[src/rtl/menu_pkg.sv]
// -----------------------------------------------------------------------------
// menu_pkg
// Shared definitions for the battle-menu selection controller:
//   - menu item index constants (FIGHT, ACT, ITEM, MERCY)
//   - cursor index width POS_W
//   - FSM state type for menu_select
//   - wrapping cursor step helpers
// -----------------------------------------------------------------------------
package menu_pkg;

  localparam int unsigned POS_W = 2;

  localparam logic [POS_W-1:0] MENU_FIGHT = 2'd0;
  localparam logic [POS_W-1:0] MENU_ACT   = 2'd1;
  localparam logic [POS_W-1:0] MENU_ITEM  = 2'd2;
  localparam logic [POS_W-1:0] MENU_MERCY = 2'd3;

  typedef enum logic [1:0] {
    IDLE     = 2'd0,
    BROWSE   = 2'd1,
    COMMIT   = 2'd2,
    WAIT_ACK = 2'd3
  } menu_state_t;

  // Step the cursor forward, wrapping from the last item back to the first.
  function automatic logic [POS_W-1:0] pos_next(input logic [POS_W-1:0] pos,
                                                input int unsigned     n_items);
    if (pos >= POS_W'(n_items - 1)) return '0;
    else                            return pos + POS_W'(1);
  endfunction

  // Step the cursor backward, wrapping from the first item to the last.
  function automatic logic [POS_W-1:0] pos_prev(input logic [POS_W-1:0] pos,
                                                input int unsigned     n_items);
    if (pos == '0) return POS_W'(n_items - 1);
    else           return pos - POS_W'(1);
  endfunction

endpackage

[src/rtl/button_debounce.sv]
// -----------------------------------------------------------------------------
// button_debounce
// One raw push-button path: 2-flop synchronizer, stability-count debouncer and
// registered rising-edge detector producing a one-cycle press event.
// Ports:
//   clk   in   system clock
//   rst   in   asynchronous, active-high reset
//   btn   in   raw button, active-high, asynchronous to clk
//   press out  one-cycle pulse on each debounced press (release gives none)
// -----------------------------------------------------------------------------
module button_debounce #(
  parameter int unsigned DEBOUNCE_CYCLES = 500000
) (
  input  logic clk,
  input  logic rst,
  input  logic btn,
  output logic press
);

  localparam int unsigned CNT_W = (DEBOUNCE_CYCLES < 1) ? 1 : $clog2(DEBOUNCE_CYCLES + 1);

  logic             sync_a;
  logic             sync_b;
  logic             state;
  logic             state_q;
  logic [CNT_W-1:0] cnt;

  always_ff @(posedge clk or posedge rst) begin
    if (rst) begin
      sync_a <= 1'b0;
      sync_b <= 1'b0;
    end else begin
      sync_a <= btn;
      sync_b <= sync_a;
    end
  end

  // The counter tracks how long the synchronized input has disagreed with the
  // debounced state; the state flips only on the sample after it saturates.
  always_ff @(posedge clk or posedge rst) begin
    if (rst) begin
      state <= 1'b0;
      cnt   <= '0;
    end else if (sync_b == state) begin
      cnt <= '0;
    end else if (cnt == CNT_W'(DEBOUNCE_CYCLES)) begin
      state <= ~state;
      cnt   <= '0;
    end else begin
      cnt <= cnt + CNT_W'(1);
    end
  end

  always_ff @(posedge clk or posedge rst) begin
    if (rst) begin
      state_q <= 1'b0;
      press   <= 1'b0;
    end else begin
      state_q <= state;
      press   <= state & ~state_q;
    end
  end

endmodule

[src/rtl/menu_select.sv]
// -----------------------------------------------------------------------------
// menu_select
// Battle-menu selection controller. Debounces left/right/confirm buttons,
// keeps a wrapping cursor over the menu items, emits a one-cycle selection
// pulse on confirm and locks until game logic acknowledges.
// Ports:
//   i_clk             in   system clock
//   i_reset           in   asynchronous, active-high reset
//   i_btn_left        in   raw left button
//   i_btn_right       in   raw right button
//   i_btn_confirm     in   raw confirm button
//   i_enable          in   high while it is the player's menu turn
//   i_ack             in   game logic finished the selected action
//   o_cursor_position out  current cursor index
//   o_selected        out  index captured at confirm, held until next confirm
//   o_select_valid    out  one-cycle pulse, o_selected valid in that cycle
//   o_busy            out  high from the select pulse until ack accepted
// -----------------------------------------------------------------------------
module menu_select
  import menu_pkg::*;
#(
  parameter int unsigned DEBOUNCE_CYCLES = 500000,
  parameter int unsigned N_ITEMS         = 4
) (
  input  logic             i_clk,
  input  logic             i_reset,
  input  logic             i_btn_left,
  input  logic             i_btn_right,
  input  logic             i_btn_confirm,
  input  logic             i_enable,
  input  logic             i_ack,
  output logic [POS_W-1:0] o_cursor_position,
  output logic [POS_W-1:0] o_selected,
  output logic             o_select_valid,
  output logic             o_busy
);

  logic        ev_left;
  logic        ev_right;
  logic        ev_confirm;
  menu_state_t state;

  button_debounce #(.DEBOUNCE_CYCLES(DEBOUNCE_CYCLES)) u_db_left (
    .clk   (i_clk),
    .rst   (i_reset),
    .btn   (i_btn_left),
    .press (ev_left)
  );

  button_debounce #(.DEBOUNCE_CYCLES(DEBOUNCE_CYCLES)) u_db_right (
    .clk   (i_clk),
    .rst   (i_reset),
    .btn   (i_btn_right),
    .press (ev_right)
  );

  button_debounce #(.DEBOUNCE_CYCLES(DEBOUNCE_CYCLES)) u_db_confirm (
    .clk   (i_clk),
    .rst   (i_reset),
    .btn   (i_btn_confirm),
    .press (ev_confirm)
  );

  // Events outside BROWSE are simply not looked at, so they are dropped.
  always_ff @(posedge i_clk or posedge i_reset) begin
    if (i_reset) begin
      state             <= IDLE;
      o_cursor_position <= '0;
      o_selected        <= '0;
      o_select_valid    <= 1'b0;
      o_busy            <= 1'b0;
    end else begin
      o_select_valid <= 1'b0;
      case (state)
        IDLE: begin
          if (i_enable) state <= BROWSE;
        end
        BROWSE: begin
          if (!i_enable) begin
            state <= IDLE;
          end else if (ev_confirm) begin
            // Confirm wins over any same-cycle move and captures the
            // pre-move cursor.
            o_selected     <= o_cursor_position;
            o_select_valid <= 1'b1;
            o_busy         <= 1'b1;
            state          <= COMMIT;
          end else if (ev_left && !ev_right) begin
            o_cursor_position <= pos_prev(o_cursor_position, N_ITEMS);
          end else if (ev_right && !ev_left) begin
            o_cursor_position <= pos_next(o_cursor_position, N_ITEMS);
          end
        end
        COMMIT: begin
          state <= WAIT_ACK;
        end
        WAIT_ACK: begin
          if (i_ack) begin
            o_busy <= 1'b0;
            state  <= i_enable ? BROWSE : IDLE;
          end
        end
        default: begin
          state  <= IDLE;
          o_busy <= 1'b0;
        end
      endcase
    end
  end

endmodule

[config.mk]
export PLATFORM = sky130hd
export DESIGN_NAME = menu_select
export DESIGN_NICKNAME = d
export VERILOG_FILES = /design/src/rtl/menu_pkg.sv /design/src/rtl/button_debounce.sv /design/src/rtl/menu_select.sv
export SDC_FILE = /design/constraint.sdc
export NUM_CORES = 1
export LEC_CHECK = 0
export CAP_MARGIN = 10
export CELL_PAD_IN_SITES_DETAIL_PLACEMENT = 1
export CELL_PAD_IN_SITES_GLOBAL_PLACEMENT = 1
export CORE_MARGIN = 2
export CORE_UTILIZATION = 50
export CTS_BUF_LIST = sky130_fd_sc_hd__clkbuf_8
export DETAILED_ROUTE_END_ITERATION = 12
export PLACE_DENSITY = 0.79
export SLEW_MARGIN = 10
export SYNTH_ARGS = -nofsm -noshare
export SYNTH_HDL_FRONTEND = slang
export SYNTH_SLANG_ARGS = --single-unit
[constraint.sdc]
create_clock -name i_clk -period 2.7 [get_ports i_clk]
set_input_delay 0.27 -clock i_clk [delete_from_list [all_inputs] [get_ports i_clk]]
set_output_delay 0.27 -clock i_clk [all_outputs]
set_load 0.01 [all_outputs]
* Yosys cells after proc, flatten, opt, wreduce, memory -nomap -nowiden *
Index checks and enable logic that the tools add are counted.

storage, ports and cells
  logic and storage cells = 94
  register bits = 80
  bits of input ports = 7
  output and inout port bits = 6

operators by class
  bitwise logic cells = 13
  order comparisons = 1
  add/sub/neg operators = 5
  equal/unequal tests = 14
  reductions and logical operators = 15
  mux-type cells = 23

operators by type and width
  operator                 number
  $mux W19                 6
  $add A19 B1 Y19 const B  3
  $eq A19 B19 Y1 const B   3
  $mux W2                  8
  $not A1 Y1               10
  $pmux W2 S4              1
  $reduce_and A4 Y1        2
  $mux W1                  7
  $ne A2 B2 Y1 const B     3
  $reduce_and A2 Y1        3
  $reduce_and A3 Y1        2
  $eq A2 B2 Y1 const B     2
  $logic_not A2 Y1         2
  $reduce_bool A2 Y1       2
  $and A1 B1 Y1            3
  $eq A1 B1 Y1             3
  $ne A3 B2 Y1 const B     1
  $add A2 B1 Y2 const B    1
  $eq A2 B1 Y1 const B     1
  $ge A2 B2 Y1 const B     1
  $logic_and A1 B1 Y1      2
  $logic_not A1 Y1         2
  $ne A2 B1 Y1 const B     1
  $pmux W1 S2              1
  $sub A2 B1 Y2 const B    1

* Logic depth before layout (Yosys ltp) *
Gate-level depths: netlist of the first run.

  depth after elaboration = 4
  gate-level depth with buffers = 7
  gate-level depth less buffers = 6

* By module *
A second synthesis of the first run with hierarchy kept.

second synthesis, totals
  cells, all modules = 369
  area, all modules = 3,794.9 µm²

by module, submodules not included
  module           area an instance (µm²)  times used  cells each  seq. area each (µm²)
  button_debounce  1,129.8                 3           110         600.6
  menu_select      405.4                   1           39          200.2

* Least setup slack after synthesis of the first run *
No wires, ideal clock.

  path kind = flip-flop to flip-flop
  start = register u_db_left.cnt[10]
  end = register u_db_left.cnt[10]
  library setup time = 0.119 ns
  period minus slack after synthesis = 1.797 ns
  path buffers = 1
  cell stages (with the launch flop) = 6
  arrival = 1.679 ns
  data required time = 2.581 ns
  slack = 0.903 ns
  cell sequence = dfrtp_1 nor4b_1 nand4_1 o41ai_4 buf_6 nor2_1

between the ends
  longest elaborated chain between the ends = 3
  elaborated cells between the ends (all ways) = 4
  classes of those cells = add/sub: 1; eq/ne: 1; mux: 2

RTL lines
  element                                            line                                          source
  start, declared                                    button_debounce.sv:26                         logic [CNT_W-1:0] cnt;
  start signal, assigned                             button_debounce.sv:50                         cnt <= cnt + CNT_W'(1);
  $add A19 B1 Y19 or $eq A19 B19 Y1 (tied branches)  button_debounce.sv:50, button_debounce.sv:46
  $mux W19 (*)                                       button_debounce.sv:46                         end else if (cnt == CNT_W'(DEBOUNCE_CYCLES)) begin
  $mux W19 (*)                                       button_debounce.sv:44                         end else if (sync_b == state) begin

Every way passes the cells marked *; elsewhere a longest branch is shown, timed or not.
A chain may end at the register's enable or synchronous reset.

* Worst setup path in the final report of the first run *
  start = register u_db_left.cnt[10]
  end = register u_db_left.cnt[6]

between the ends
  longest elaborated chain between the ends = 3

RTL lines
  element         line
  $eq A19 B19 Y1  button_debounce.sv:46
  $mux W19        button_debounce.sv:46
  $mux W19        button_debounce.sv:44

No other way between the ends.

==> impl_metrics.csv, run 1 <==
group,metric,value,unit
run_status,status,"complete, no violations",
logic_synthesis,syn_nets,380,
worst_setup_path,cp_data_required_time,2.94,ns
job,max-cap-violations,0,
finish,final_util,0.580,
sta,relSlewSlack,0.526,
logic_synthesis,synth-async-reset-ratio,1.00,
clock_tree,cts_resized,0,
detailed_routing,drtIter0Drc,77,
worst_setup_path,crit_path_top_delay_cell,"o41ai_4",
clock_tree,cts_buffers,9,
die,rows,31,
detailed_routing,post_drt_wl_per_cell,15.6,um
detailed_routing,via_per_inst,5.56,
clock_tree,h-tree-depth,3,
worst_setup_path,path_buf_inv,1,
worst_setup_path,worstSetupStartpointType,"flip-flop",
finish,syn2layout_area_growth,11.9,%
die,core_area,0.00729,mm2
logic_synthesis,synth_area,0.00378,mm2
clock_tree,clk_pin_slew,0.08,ns
sta,final.setup_skew,0.0100,ns
clock_tree,cts.path.max_buffers,2,
sta,hold_viol,0,
grt,grt_first_pass_wirelength,13700,um
finish,fillers,856,
finish,fin_nets,404,
grt,grt_overflow,0,
sta,setup_violations,0,
worst_setup_path,worstPathMaxFanout,11,
worst_setup_path,cpLargestDelayFamily,"compound AO/OA/AOI/OAI gates",
logic_synthesis,synth_edf_count,0,
grt,grt_pass1_vias,2916,
detailed_routing,drc,0,
sta,fmax,464,MHz
logic_synthesis,avgSynthCellArea,10.4,um2
sta,rsz0062_at_grt,"no",
worst_setup_path,crit_chain,"nor4b_1 > nand4_1 > o41ai_4 > buf_4 > nor2_1",
detailed_routing,firstDrtPassIters,4,
worst_setup_path,critPathLaunch,"u_db_left.cnt[10]",
logic_synthesis,yosysWarnings,0,
logic_synthesis,synth_top_flop_cell,"dfrtp_1",
logic_synthesis,yosysTopAreaCell,"dfrtp_1",
logic_synthesis,synth_cell_types,41,
die,ios,13,
grt,antenna_found_initial,0,
die,die_y,90.9,um
worst_setup_path,cp-end-kind,"flip-flop",
pwr,ir_drop,0.000318,V
logic_synthesis,synthTopCellsByArea,"dfrtp_1 (53%), xnor2_1 (7.2%), nor2_1 (6.0%), xor2_1 (3.5%), ha_1 (3.0%)",
pwr,power.density,516,mW/mm2
grt,grt_max_degree,42,
detailed_routing,routed-via-count,2737,
clock_tree,cts_root_buffer,"clkbuf_8",
worst_setup_path,slowest_delay,0.66,ns
detailed_routing,postRouteAntennaNets,0,
worst_setup_path,crit_type,"flip-flop to flip-flop",
place,place_congestion,0.763,
clock_tree,clk_latency,0.35,ns
sta,post-route-min-period,2.16,ns
pwr,p_leak,1.78,nW
sta,timing.final.crit_share,0.798,
logic_synthesis,synth_top_area_share,0.530,
die,start_util,0.518,
sta,slew_viol_final,0,
place,port_buffers,12,
finish,drive_gt1_frac,0.0992,
worst_setup_path,worstPathArrival,2.39,ns
worst_setup_path,rr_startpoint,"u_db_left.cnt[10]",
detailed_routing,wl,7680,um
logic_synthesis,seq_area_frac_synth,0.530,
clock_tree,cts_hold_buf,0,
sta,final.setup.tns,0,ns
sta,worst_slew_pin_slew,0.710,ns
clock_tree,post_cts_buffers,0,
clock_tree,cts_sinks,80,
worst_hold_path,hold_class,"input port to asynchronous set/reset pin",
finish,antennaDiodeCount,0,
grt,grt_usage,0.207,
logic_synthesis,ys_seq_elements,80,
logic_synthesis,syn_inst,364,
die,dieArea,0.00827,mm2
die,dieWidth,90.9,um
place,hpwlAfterDp,5470,um
clock_tree,cts_tree,"built",
[area by class of cell]
type | instances | area [um2] | share of cell area
clock buffer | 9 | 124 | 0.0293
clock inverter | 7 | 72.6 | 0.0172
inverter | 19 | 72.6 | 0.0172
multi-input combinational | 260 | 1670 | 0.394
sequential | 80 | 2000 | 0.474
tap | 99 | 124 | 0.0293
timing repair buffer | 18 | 165 | 0.0391
[state kept, by name, summed over array words and instances, names as in the netlist, 2 cells and up, named ones only]
signal and count:
u_db_confirm.cnt 19, o_selected 2, u_db_left.cnt 19, u_db_right.cnt 19, o_cursor_position 2
[synth_stat cells, drive strengths merged, types with 2 or more instances]
| master | instances |
|---|---|
| xor2 | 15 |
| buf | 4 |
| or2 | 3 |
| nand3 | 18 |
| o21ai | 8 |
| nor4b | 4 |
| nor4 | 13 |
| or4b | 2 |
| mux2 | 5 |
| o41ai | 3 |
| a21oi | 12 |
| nand4 | 18 |
| or3 | 6 |
| and4 | 3 |
| nand2 | 20 |
| and3 | 3 |
| ha | 9 |
| dfrtp | 80 |
| xnor2 | 31 |
| nor3 | 10 |
| nand3b | 2 |
| nor2 | 60 |
| or4 | 4 |
| inv | 19 |
| o31ai | 2 |
| nor2b | 3 |
[final timing paths]
| check | end | slack (ns) | depth (start not counted) |
|---|---|---|---|
| min in group i_clk | u_db_confirm.sync_a | 0.36 | 1 |
| worst min-delay path | o_cursor_position[0] | 0.33 | 2 |
| worst max-delay path | u_db_left.cnt[6] | 0.54 | 5 |
| max in group asynchronous | u_db_right.cnt[10] | 1.70 | 3 |
| worst min register to register | u_db_left.sync_b | 0.37 | 0 |
| worst max register to register | u_db_left.cnt[6] | 0.54 | 5 |
[metal layers]
metal	GRT usage	wire length, um	vias to the layer above
met4	0.0859	112	0
li1	-	-	1321
met5	0	0	-
met3	0.0324	152	9
met2	0.341	3760	24
met1	0.273	3650	1383
[logic make-up (layout without fill, tap and decap cells)]
family / after synthesis / in the layout / synth area share
flops: 80 / 80 / 0.530
simple gates: 171 / 171 / 0.234
fa+ha+maj: 9 / 9 / 0.0298
xor+xnor: 46 / 46 / 0.107
mux: 5 / 5 / 0.0149
compound gates: 29 / 29 / 0.0556
buf+inv: 24 / 53 / 0.0291
[where the power goes]
group / internal, mW / switching (mW)
sequential: 1.21 / 0.0175
combinational: 0.0328 / 0.0568
clock: 0.426 / 0.432
total: 1.67 / 0.507
[placed cells by master, fill, tap and decap left out, types with 2 or more instances in the layout]
cell type / instances
nor4_1: 13
clkinv_2: 3
and3_1: 2
a21oi_1: 12
o41ai_4: 2
dfrtp_1: 80
nand4_1: 17
ha_1: 9
buf_4: 6
clkdlybuf4s50_1: 12
nor3_1: 10
nand3b_1: 2
nand2_1: 20
or2_2: 3
and4_1: 3
or4_4: 2
nor2_1: 60
clkinvlp_4: 2
or4b_1: 2
or3_1: 6
clkinv_4: 2
nand3_1: 18
inv_1: 17
o31ai_1: 2
nor4b_1: 4
mux2_2: 5
o21ai_0: 7
or4_1: 2
xor2_1: 15
xnor2_1: 31
clkbuf_8: 9
nor2b_1: 3
[stage by stage]
step           setup WS (ns)  cells  hold slack [ns]  power (mW)  cell area [um2]
5_1_grt                0.443    492            0.351        2.27             4230
6_report               0.545    492            0.330        2.18             4230
4_1_cts                0.517    492            0.346        2.21             4230
3_3_place_gp           0.692    476            0.335        1.34             4030
2_1_floorplan          0.378    364            0.301        1.31             3780
3_5_place_dp           0.527    476            0.348        1.35             4030
Power figures use the tool's default switching activity.
==> run 2: changes to the inputs <==
==> constraint.sdc (replaced) <==
create_clock -name i_clk -period 2.1 [get_ports i_clk]
set_input_delay 0.21 -clock i_clk [delete_from_list [all_inputs] [get_ports i_clk]]
set_output_delay 0.21 -clock i_clk [all_outputs]
set_load 0.01 [all_outputs]
==> run 2 against run 1 <==
First-iteration DRC count is 19% higher. Critical path type unchanged. Count of clock-buffer cells in the layout stayed put. Via count hardly changed.
==> impl_metrics.csv, run 2 (same netlist as run 1, synthesis figures left out) <==
group,metric,value,unit
run_status,status,"complete, no violations",
finish,largestRegisters,"u_db_confirm.cnt: 19 flops, u_db_left.cnt: 19 flops, u_db_right.cnt: 19 flops",
worst_setup_path,worstPathArrival,2.14,ns
worst_setup_path,ff2ff_setup_slack,0.17,ns
sta,fmax,519,MHz
clock_tree,cts.path.max_buffers,2,
grt,grt_usage,0.215,
grt,grt_pass1_vias,2982,
worst_hold_path,hold_class,"input port to asynchronous set/reset pin",
finish,final_common_cell,"dfrtp_1",
finish,drive_gt1_frac,0.110,
finish,final_cell_mix,"dfrtp_1 (80), nor2_1 (60), xnor2_1 (31)",
detailed_routing,post_drt_wl_per_cell,16.2,um
pwr,ir_drop,0.000339,V
worst_setup_path,worstPathMaxFanout,11,
clock_tree,cts_sinks,80,
clock_tree,clk_pin_slew,0.09,ns
worst_setup_path,crit_type,"flip-flop to flip-flop",
sta,hold_viol,0,
worst_setup_path,worstSetupStartpointType,"flip-flop",
die,die_y,90.9,um
finish,antennaDiodeCount,0,
detailed_routing,via_per_inst,5.49,
finish,fin_nets,411,
die,dieArea,0.00827,mm2
finish,syn2layout_area_growth,13.4,%
die,start_util,0.518,
detailed_routing,drc,0,
detailed_routing,postRouteAntennaNets,0,
detailed_routing,drtIter0Drc,92,
detailed_routing,routed-via-count,2739,
place,place_congestion,0.819,
place,hpwlAfterDp,5590,um
detailed_routing,wl,8090,um
clock_tree,cts_buffers,9,
clock_tree,h-tree-depth,3,
sta,rsz0062_at_grt,"no",
finish,final_util,0.588,
worst_setup_path,r2r_end,"u_db_left.cnt[17]",
grt,grt_overflow,0,
detailed_routing,firstDrtPassIters,4,
job,max-cap-violations,0,
sta,timing.final.crit_share,0.918,
grt,antenna_found_initial,0,
pwr,power.density,654,mW/mm2
clock_tree,cts_resized,0,
grt,grt_first_pass_wirelength,14400,um
die,core_area,0.00729,mm2
worst_setup_path,rr_startpoint,"u_db_left.cnt[10]",
sta,setup_violations,0,
sta,relSlewSlack,0.576,
worst_setup_path,cp_data_required_time,2.32,ns
clock_tree,post_cts_buffers,0,
clock_tree,cts_hold_buf,0,
worst_setup_path,cp-end-kind,"flip-flop",
sta,slew_viol_final,0,
die,dieWidth,90.9,um
place,port_buffers,12,
grt,grt_max_degree,81,
die,ios,13,
pwr,p_leak,1.81,nW
sta,worst_slew_pin_slew,0.630,ns
worst_setup_path,worst-r2r-cell-count,5,
die,rows,31,
clock_tree,clk_latency,0.34,ns
clock_tree,cts_tree,"built",
sta,post-route-min-period,1.93,ns
sta,final.setup_skew,0.0131,ns
sta,final.setup.tns,0,ns
clock_tree,cts_root_buffer,"clkbuf_8",
==> run 2: per-layer routing <==
metal | GRT usage | routed length (um) | up-vias
met3 | 0.0340 | 189 | 9
met4 | 0.0783 | 121 | 0
met5 | 0 | 0 | -
met2 | 0.360 | 4040 | 28
li1 | - | - | 1322
met1 | 0.284 | 3740 | 1380
==> run 2: worst max-delay path by stage <==
stage / start / to / slack, ns
2_1_floorplan: u_db_left.cnt[10] / u_db_left.cnt[14] / 0.30
3_3_place_gp: u_db_right.cnt[10] / u_db_right.cnt[18] / 0.30
3_5_place_dp: u_db_right.cnt[9] / u_db_right.cnt[18] / 0.23
4_1_cts: u_db_left.cnt[9] / u_db_left.cnt[17] / 0.14
5_1_grt: u_db_left.cnt[9] / u_db_left.state / 0.01
6_report: u_db_left.cnt[10] / u_db_left.cnt[17] / 0.17
==> run 2: cell type report <==
class / count / area [um2]
Fill cell: 840 / 3010
Sequential cell: 80 / 2000
Multi-Input combinational cell: 260 / 1670
Timing Repair Buffer: 25 / 230
Clock buffer: 9 / 124
Tap cell: 99 / 124
Inverter: 19 / 75.1
Clock inverter: 7 / 65.1
==> run 2: stage by stage <==
stage	instances	setup slack (ns)	area (um2)	hold WS, ns	total power, mW
final	499	0.172	4290	0.303	2.80
after global routing	499	0.0101	4290	0.295	2.92
after CTS	499	0.140	4290	0.295	2.84
after detailed placement	483	0.227	4100	0.336	1.74
after global placement	483	0.298	4100	0.334	1.73
after floorplan	364	0.303	3780	0.241	1.69
==> run 2: where the power goes <==
group,switching (mW),internal (mW)
clock,0.557,0.539
sequential,0.0249,1.56
combinational,0.0763,0.0459
total,0.658,2.15
==> run 2: worst max-delay path, stage by stage, from the launching register on <==
cell and delay [ns]:
dfrtp_1 0.43, nor4b_1 0.38, nand4_1 0.25, o41ai_4 0.43, buf_4 0.24, a21oi_1 0.07
==> run 3: changes to the inputs <==
--- a/config.mk
+++ b/config.mk
@@ -12,7 +12,7 @@
 export CORE_UTILIZATION = 50
 export CTS_BUF_LIST = sky130_fd_sc_hd__clkbuf_8
 export DETAILED_ROUTE_END_ITERATION = 12
-export PLACE_DENSITY = 0.79
+export PLACE_DENSITY_LB_ADDON = 0.1
 export SLEW_MARGIN = 10
 export SYNTH_ARGS = -nofsm -noshare
 export SYNTH_HDL_FRONTEND = slang
==> run 3 against run 2 <==
Sequential share of layout area unchanged. Utilization is the same. Register-to-register slack lost 0.02 ns. Design area unchanged. Hold slack worse by 0.023 ns. Via count up 0.95%. Routed wire length increased by 0.38%. Critical path type unchanged. Combinational power decreased by 5%. Worst setup slack got worse by 0.023 ns. First-iteration DRC count increased by 40%. Die area unchanged. Flip-flop and latch count is the same.
==> impl_metrics.csv, run 3 (same netlist as run 1, synthesis figures left out) <==
group,metric,value,unit
clock_tree,cts_resized,0,
worst_setup_path,worstPathMaxFanout,19,
worst_setup_path,cp_data_required_time,2.34,ns
finish,final_cell_mix,"dfrtp_1 (80), nor2_1 (60), xnor2_1 (31)",
worst_setup_path,worst-r2r-cell-count,5,
worst_setup_path,cp-end-kind,"flip-flop",
detailed_routing,drc,0,
die,dieArea,0.00827,mm2
clock_tree,cts_hold_buf,0,
place,dpl_cell_area,0.00410,mm2
worst_setup_path,cpLargestDelayFamily,"simple AND/OR/NAND/NOR gates",
detailed_routing,post_drt_wl_per_cell,16.3,um
job,max-cap-violations,0,
detailed_routing,via_per_inst,5.54,
pwr,ir_drop,0.000357,V
grt,grt_max_degree,81,
worst_setup_path,slowest_delay,0.46,ns
sta,relSlewSlack,0.591,
sta,final.setup.tns,0,ns
detailed_routing,routed-via-count,2765,
die,rows,31,
place,hpwlAfterDp,5680,um
sta,hold_viol,0,
clock_tree,h-tree-depth,3,
clock_tree,cts_buffers,9,
finish,largestRegisters,"u_db_confirm.cnt: 19 flops, u_db_left.cnt: 19 flops, u_db_right.cnt: 19 flops",
grt,grt_overflow,0,
grt,grt_pass1_vias,3027,
finish,antennaDiodeCount,0,
pwr,p_leak,1.81,nW
worst_setup_path,path_buf_inv,1,
clock_tree,clk_latency,0.36,ns
clock_tree,post_cts_buffers,0,
place,port_buffers,12,
grt,grt_usage,0.219,
detailed_routing,firstDrtPassIters,4,
clock_tree,cts_sinks,80,
die,start_util,0.518,
detailed_routing,postRouteAntennaNets,0,
place,pre_cts_ws,0.285,ns
die,ios,13,
sta,final.setup_skew,0.0120,ns
clock_tree,cts.path.max_buffers,2,
grt,antenna_found_initial,0,
worst_setup_path,worstSetupStartpointType,"flip-flop",
finish,syn2layout_area_growth,13.4,%
finish,fillers,836,
detailed_routing,wl,8120,um
worst_setup_path,crit_chain,"nor4b_1 > nand2_1 > o41ai_4 > buf_4 > nor2_1",
grt,grt_first_pass_wirelength,14300,um
die,dieWidth,90.9,um
worst_hold_path,hold_class,"input port to flip-flop",
worst_setup_path,crit_type,"flip-flop to flip-flop",
finish,fin_nets,411,
sta,setup_violations,0,
sta,fmax,512,MHz
sta,rsz0062_at_grt,"no",
finish,final_common_cell,"dfrtp_1",
place,place_congestion,0.771,
sta,post-route-min-period,1.95,ns
clock_tree,clk_pin_slew,0.09,ns
clock_tree,cts_root_buffer,"clkbuf_8",
sta,timing.final.crit_share,0.929,
sta,worst_slew_pin_slew,0.607,ns
worst_setup_path,crit_path_top_delay_cell,"dfrtp_1",
finish,design_area,0.00429,mm2
worst_setup_path,worstPathArrival,2.19,ns
sta,slew_viol_final,0,
die,core_area,0.00729,mm2
die,die_y,90.9,um
worst_setup_path,crit_cells,5,
pwr,power.density,656,mW/mm2
sta,fin_ws,0.148,ns
finish,drive_gt1_frac,0.110,
run_status,status,"complete, no violations",
worst_hold_path,worstHoldPathCells,1,
clock_tree,cts_tree,"built",
detailed_routing,drtIter0Drc,129,
==> run 3: cell counts in the layout (fill, tap and decap cells not counted) <==
No cell type changed its count.
==> run 3: path summary, 6_finish.rpt <==
kind / slack, ns / to / startpoint
worst max-delay path: 0.15 / u_db_right.cnt[14] / u_db_right.cnt[11]
worst min-delay path: 0.28 / u_db_right.sync_a / i_btn_right
min in group asynchronous: 0.31 / u_db_right.cnt[10] / i_reset
worst max register to register: 0.15 / u_db_right.cnt[14] / u_db_right.cnt[11]
max in group asynchronous: 1.43 / u_db_left.sync_a / i_reset
worst min register to register: 0.36 / u_db_confirm.sync_b / u_db_confirm.sync_a
==> run 3: layer usage <==
layer / up-vias / global-route usage / part of all wire
met3: 15 / 0.0315 / 0.026
met5: - / 0 / 0
li1: 1316 / - / -
met4: 0 / 0.0896 / 0.019
met2: 45 / 0.380 / 0.52
met1: 1389 / 0.273 / 0.44
==> run 3: final cells by class <==
type	instances	area [um2]	area share
sequential	80	2000	0.467
multi-input combinational	260	1670	0.389
clock inverter	7	65.1	0.0152
clock buffer	9	124	0.0289
tap	99	124	0.0289
timing repair buffer	25	230	0.0537
inverter	19	75.1	0.0175
==> run 3: through the flow <==
stage                     total power, mW  hold slack [ns]  instances  utilization
after detailed placement             1.73            0.336        483        0.562
after floorplan                      1.69            0.241        364            -
after global placement               1.73            0.332        483        0.562
final                                2.81            0.280        499        0.588
after CTS                            2.84            0.273        499        0.588
after global routing                 2.92            0.285        499        0.588
==> run 3: power by group <==
part / internal [mW] / switching (mW) / total (mW)
clock network: 0.539 / 0.573 / 1.11
registers: 1.56 / 0.0229 / 1.58
logic: 0.0436 / 0.0723 / 0.116
total: 2.14 / 0.668 / 2.81
